`src/rtl/regq_defs.vh`:
```
// regq_defs.vh
// Shared defaults for the register-queue controller: parameter defaults,
// the one-hot pointer reset value and the occupancy counter width.
`ifndef REGQ_DEFS_VH
`define REGQ_DEFS_VH

`define REGQ_DEPTH_DEFAULT     4
`define REGQ_AF_THRESH_DEFAULT 1

// One-hot pointer reset value: bit 0 set, all others clear.
`define REGQ_PTR_RST(d) {{((d)-1){1'b0}}, 1'b1}

// Width needed to count 0..d entries inclusive.
`define REGQ_OCC_W(d) $clog2((d) + 1)

`endif

```
`src/rtl/regq_ctrl_pkg.sv`:
```
// regq_ctrl_pkg
// Common types for the register-queue controller. The queue operation
// decode is shared by anything that tracks occupancy.
package regq_ctrl_pkg;

    typedef enum logic [1:0] {
        OP_NONE = 2'b00,
        OP_PUSH = 2'b01,
        OP_POP  = 2'b10,
        OP_BOTH = 2'b11
    } q_op_t;

    function automatic q_op_t op_decode(input logic push_fire, input logic pop_fire);
        return q_op_t'({pop_fire, push_fire});
    endfunction

endpackage

```
`src/rtl/onehot_ptr.sv`:
```
// onehot_ptr
// DEPTH-wide one-hot rotating pointer with a wrap-phase bit. The phase
// toggles each time the set bit rotates from the top position back to bit 0,
// which lets equal pointers be told apart as empty versus full.
// Ports:
//   clk  - rising-edge clock
//   clr  - synchronous clear, active-high (pointer to bit 0, phase to 0)
//   adv  - rotate left by one this cycle
//   ptr  - current one-hot pointer
//   ph   - current wrap phase
`include "regq_defs.vh"

module onehot_ptr #(
    parameter int DEPTH = `REGQ_DEPTH_DEFAULT
) (
    input  logic             clk,
    input  logic             clr,
    input  logic             adv,
    output logic [DEPTH-1:0] ptr,
    output logic             ph
);

    logic [DEPTH-1:0] ptr_reg, ptr_next;
    logic             ph_reg, ph_next;

    always_comb begin
        ptr_next = ptr_reg;
        ph_next  = ph_reg;
        if (adv) begin
            ptr_next = {ptr_reg[DEPTH-2:0], ptr_reg[DEPTH-1]};
            // Wrapping out of the top entry flips the lap parity.
            ph_next  = ph_reg ^ ptr_reg[DEPTH-1];
        end
    end

    always_ff @(posedge clk) begin
        if (clr) begin
            ptr_reg <= `REGQ_PTR_RST(DEPTH);
            ph_reg  <= 1'b0;
        end else begin
            ptr_reg <= ptr_next;
            ph_reg  <= ph_next;
        end
    end

    assign ptr = ptr_reg;
    assign ph  = ph_reg;

endmodule

```
`src/rtl/regq_ctrl.sv`:
```
// regq_ctrl
// Sequences a bank of DEPTH external load/clear registers as a circular
// FIFO. Entry data lives outside; this block owns the one-hot write/read
// pointers, drives per-entry load strobes and the read-mux select, and
// presents valid/ready handshakes.
// Optional occupancy counter and almost_full flag: define REGQ_CTRL_OCC_EN.
// Ports:
//   clk         - rising-edge clock
//   clr         - synchronous reset, active-high (highest priority)
//   flush       - synchronous discard of all entries
//   push_valid  - producer offers an entry
//   push_ready  - an entry can be accepted (not full)
//   pop_ready   - consumer takes the head entry
//   pop_valid   - head entry is valid (not empty)
//   wr_ld       - one-hot load strobe to the entry registers
//   rd_sel      - one-hot head select for the external read mux
//   empty/full  - status flags
//   occ         - occupancy count (REGQ_CTRL_OCC_EN only)
//   almost_full - free entries <= AF_THRESH (REGQ_CTRL_OCC_EN only)
`include "regq_defs.vh"

module regq_ctrl
    import regq_ctrl_pkg::*;
#(
    parameter int DEPTH     = `REGQ_DEPTH_DEFAULT,
    parameter int AF_THRESH = `REGQ_AF_THRESH_DEFAULT
) (
    input  logic                           clk,
    input  logic                           clr,
    input  logic                           flush,
    input  logic                           push_valid,
    output logic                           push_ready,
    input  logic                           pop_ready,
    output logic                           pop_valid,
    output logic [DEPTH-1:0]               wr_ld,
    output logic [DEPTH-1:0]               rd_sel,
    output logic                           empty,
`ifdef REGQ_CTRL_OCC_EN
    output logic                           full,
    output logic [`REGQ_OCC_W(DEPTH)-1:0]  occ,
    output logic                           almost_full
`else
    output logic                           full
`endif
);

    logic [DEPTH-1:0] wr_ptr, rd_ptr;
    logic             wr_ph, rd_ph;
    logic             ptr_eq;
    logic             push_fire, pop_fire;
    logic             discard;

    // Flush has the same register effect as clr; both block any fire.
    assign discard = clr | flush;

    onehot_ptr #(.DEPTH(DEPTH)) u_wr_ptr (
        .clk (clk),
        .clr (discard),
        .adv (push_fire),
        .ptr (wr_ptr),
        .ph  (wr_ph)
    );

    onehot_ptr #(.DEPTH(DEPTH)) u_rd_ptr (
        .clk (clk),
        .clr (discard),
        .adv (pop_fire),
        .ptr (rd_ptr),
        .ph  (rd_ph)
    );

    // Status decodes from registered state only, so ready/valid have no
    // combinational path from any input.
    assign ptr_eq     = (wr_ptr == rd_ptr);
    assign empty      = ptr_eq & (wr_ph == rd_ph);
    assign full       = ptr_eq & (wr_ph != rd_ph);
    assign push_ready = ~full;
    assign pop_valid  = ~empty;

    assign push_fire = push_valid & push_ready & ~discard;
    assign pop_fire  = pop_valid & pop_ready & ~discard;

    // The entry register loads on the same edge the write pointer advances.
    for (genvar gi = 0; gi < DEPTH; gi++) begin : g_wr_ld
        assign wr_ld[gi] = wr_ptr[gi] & push_fire;
    end

    assign rd_sel = rd_ptr;

`ifdef REGQ_CTRL_OCC_EN
    localparam int OCC_W = `REGQ_OCC_W(DEPTH);

    logic [OCC_W-1:0] occ_reg, occ_next;

    always_comb begin
        occ_next = occ_reg;
        unique case (op_decode(push_fire, pop_fire))
            OP_PUSH: occ_next = occ_reg + 1'b1;
            OP_POP:  occ_next = occ_reg - 1'b1;
            default: occ_next = occ_reg;
        endcase
    end

    always_ff @(posedge clk) begin
        if (discard) begin
            occ_reg <= '0;
        end else begin
            occ_reg <= occ_next;
        end
    end

    assign occ         = occ_reg;
    assign almost_full = ((DEPTH - int'(occ_reg)) <= AF_THRESH);
`endif

endmodule

```
`config.mk`:
```
export PLATFORM = sky130hd
export DESIGN_NAME = regq_ctrl
export DESIGN_NICKNAME = d
export VERILOG_FILES = /design/src/rtl/regq_ctrl_pkg.sv /design/src/rtl/onehot_ptr.sv /design/src/rtl/regq_ctrl.sv
export VERILOG_INCLUDE_DIRS = /design/src /design/src/rtl
export SDC_FILE = /design/constraint.sdc
export NUM_CORES = 1
export LEC_CHECK = 0
export CAP_MARGIN = 0
export CORE_AREA = 2 2 39 41
export CTS_CLUSTER_DIAMETER = 120
export DETAILED_ROUTE_END_ITERATION = 8
export DIE_AREA = 0 0 41 43
export PLACE_DENSITY = 0.71
export SETUP_SLACK_MARGIN = 0.15
export SYNTH_ARGS = -nofsm -noshare
export SYNTH_HDL_FRONTEND = slang
export SYNTH_SLANG_ARGS = --single-unit
```
`constraint.sdc`:
```
create_clock -name clk -period 2.42 [get_ports clk]
set_clock_uncertainty 0.1 [all_clocks]
set_input_delay 0.726 -clock clk [delete_from_list [all_inputs] [get_ports clk]]
set_output_delay 0.726 -clock clk [all_outputs]
set_load 0.01 [all_outputs]
```
==> flow_summary.ini <==
[routing]
first_iter_violations = 10
routed_wl_um = 1280
drtAntennaViolNets = 0
drt-wirelength-per-cell_um = 11.5
dr.pass1.iters = 4
routed_via_density = 4.99
via_count = 554
drcViolationCount = 0

[timing]
setup_ws_ps = -57.8
relSlewSlack_pct = 73.6
clock.fmax_mhz = 404
period_minus_slack_ps = 2480
setup_viol = 2
drv_slew = 0
rsz0062_at_grt = yes
hold_viol = 0
worst_pin_slew_ps = 394
period_share_pct = 102

[final_layout]
n_antenna_cell = 0
stdcell_area_um2 = 932
fin_util_pct = 67.4
nFillCells = 117
nets = 101
final_cells = 111
final_layout_size_suffix_gt1_share_pct = 51.6
area_delta_synth_final_pct = 78.2

[die]
core_region_area_um2 = 1380
die_h_um = 43
die-area_um2 = 1760
die_x_um = 41
start_util_pct = 37.8
ioPinCount = 17
rows = 14

[power]
p_leak_uw = 0.000409
powerDensity_nw_per_um2 = 445
vdd.ir_drop.worst_mv = 0.238

[place]
pre_cts_ws_ps = -594
dpl.cell_count = 101
postPlaceCellArea_um2 = 818
globalplace.congestion = 0.717
portBuffers = 16
dp_hpwl_um = 928

[setup_path]
cp-endpoint = wr_ld[0]
rrSetupSlack_ps = 700
crit_family = buffers and inverters
startpoint = u_wr_ptr.ptr[2]$_SDFFE_PP0P_
reg2reg_depth = 7
end_kind = primary output
critical_path_depth = 7
cp-start-kind = register
worst_ep_required_time_ps = 1590
cp_slowest_cell = dfxtp_2
timing.rr.end = u_wr_ptr.ph$_SDFFE_PP0P_
worstReg2RegStart = u_wr_ptr.ptr[2]$_SDFFE_PP0P_
cp_slowest_stage_delay_ps = 340
crit_chain = xnor2_2 -> nand4_4 -> o211a_1 -> buf_6 -> buf_6 -> and2_4 -> buf_6
cp.arrival_ps = 1650
critPathBufInv = 3
cp_max_fo = 3
crit_type = register to primary output
path_common_cell = buf_6

[global_routing]
grt_pass1_vias = 520
grt-ovfl-total = 0
grt.total_usage_pct = 17.4
antenna_found_initial = 0
grt_max_degree = 10
grt_pass1_wl_um = 2070

[synthesis]
yosys_warnings = 0
syn_nets = 59
syn_area_per_cell_um2 = 9.69
synth_cells = 54
synthTopCellsByArea = dfxtp_1 38%, a32o_1 11%, xnor2_2 9.3%
yosysSeqAreaShare_pct = 38.3
syn_area_um2 = 523
ys_seq_elements = 10
synth_top_cell_area_share_pct = 38.3
synth_area_leader_cell = dfxtp_1
synth_cell_types = 20

[clocking]
htree_num_levels = 1
cts-root-buf = clkbuf_4
cts_buffer_depth = 2
ctsHoldBuffers = 0
tritoncts = yes
cts_buffers = 3
path_clk_slew_ps = 70
cts_sinks = 10
insertion_delay_ps = 260

[run]
maxCapViolCount = 0

[outcome]
violations = negative setup slack
status = finished, violations left

[min_path]
hp-class = register to register
final cells by class:
cell class	count	area (um^2)	area share (%)
tap	16	20.0	2.15
sequential	10	206	22.1
clock buffer	4	36.3	3.89
timing repair buffer	37	317	34.0
multi-input combinational	40	338	36.2
inverter	4	15.0	1.61
Yosys cell counts:
master / n
o211a_1: 2
o21ai_1: 2
nor3_1: 1
a22oi_1: 2
dfxtp_1: 10
and4_1: 1
xor2_1: 1
a21oi_1: 1
and2_1: 4
xnor2_1: 2
a32o_1: 6
or3_1: 1
a31oi_1: 1
or2_2: 1
nor2_1: 6
inv_1: 4
nor4_1: 1
xnor2_2: 3
nand4_4: 1
nand2_1: 4
where the power goes:
| group | switching, uW | total [uW] | internal, uW | leakage, uW |
|---|---|---|---|---|
| Combinational | 40.9 | 95.6 | 54.7 | 0.000306 |
| Clock | 55.8 | 147 | 91.2 | 0.0000210 |
| Sequential | 3.63 | 172 | 169 | 0.0000818 |
| Total | 100 | 415 | 314 | 0.000409 |
cell usage in the layout, fill, tap and decap left out, drive strengths merged, types with 2 or more instances in the layout:
master / synthesis / layout
and2: 4 / 4
nor2: 6 / 6
a22oi: 2 / 2
dfxtp: 10 / 10
o211a: 2 / 2
buf: 0 / 29
a32o: 6 / 6
clkdlybuf4s15: 0 / 2
nand2: 4 / 4
clkdlybuf4s50: 0 / 5
clkbuf: 0 / 4
o21ai: 2 / 2
xnor2: 5 / 5
inv: 4 / 4
worst min-delay path by stage:
stage,start,end,cells past startpoint
global route,u_rd_ptr.ptr[0]$_SDFFE_PP1P_,u_rd_ptr.ptr[1]$_SDFFE_PP0P_,2
global placement,u_rd_ptr.ptr[0]$_SDFFE_PP1P_,u_rd_ptr.ptr[1]$_SDFFE_PP0P_,2
finish,u_rd_ptr.ptr[1]$_SDFFE_PP0P_,u_rd_ptr.ptr[2]$_SDFFE_PP0P_,2
CTS,u_rd_ptr.ptr[1]$_SDFFE_PP0P_,u_rd_ptr.ptr[2]$_SDFFE_PP0P_,2
detailed placement,u_rd_ptr.ptr[0]$_SDFFE_PP1P_,u_rd_ptr.ptr[1]$_SDFFE_PP0P_,2
floorplan,u_wr_ptr.ptr[0]$_SDFFE_PP1P_,u_wr_ptr.ptr[1]$_SDFFE_PP0P_,1
per-layer routing:
| layer | wire length [um] | GRT usage (%) | vias to the layer above |
|---|---|---|---|
| li1 | - | - | 281 |
| met1 | 553 | 21.7 | 263 |
| met2 | 669 | 26.6 | 8 |
| met3 | 38 | 3.14 | 2 |
| met4 | 14 | 10.0 | 0 |
| met5 | 0 | 0 | - |
logic make-up (layout without fill, tap and decap cells):
logic type      after synthesis  count (layout)  synth area share [%]
simple gates                 20              20                  22.2
compound gates               14              14                  22.2
flops                        10              10                  38.3
xor+xnor                      6               6                  14.4
buf+inv                       4              45                  2.87
metrics by stage:
stage | setup TNS (ps) | power (uW) | hold WS, ps
floorplan | 0 | 208 | 398
global placement | -2320 | 250 | 499
detailed placement | -2360 | 251 | 500
CTS | -151 | 412 | 501
global route | -549 | 436 | 527
finish | -114 | 415 | 498
timing repair:
| item | in CTS | in global routing |
|---|---|---|
| pin swaps | 9 | 5 |
| buffers inserted | 5 | 1 |
| resized for setup | 47 | 10 |
| endpoints found under the setup margin | 8 | 8 |
worst min-delay path: stages (launching register included):
cell and delay (ps):
dfxtp_2 350, buf_4 120, a32o_1 100
(Power assumes the default switching activity.)
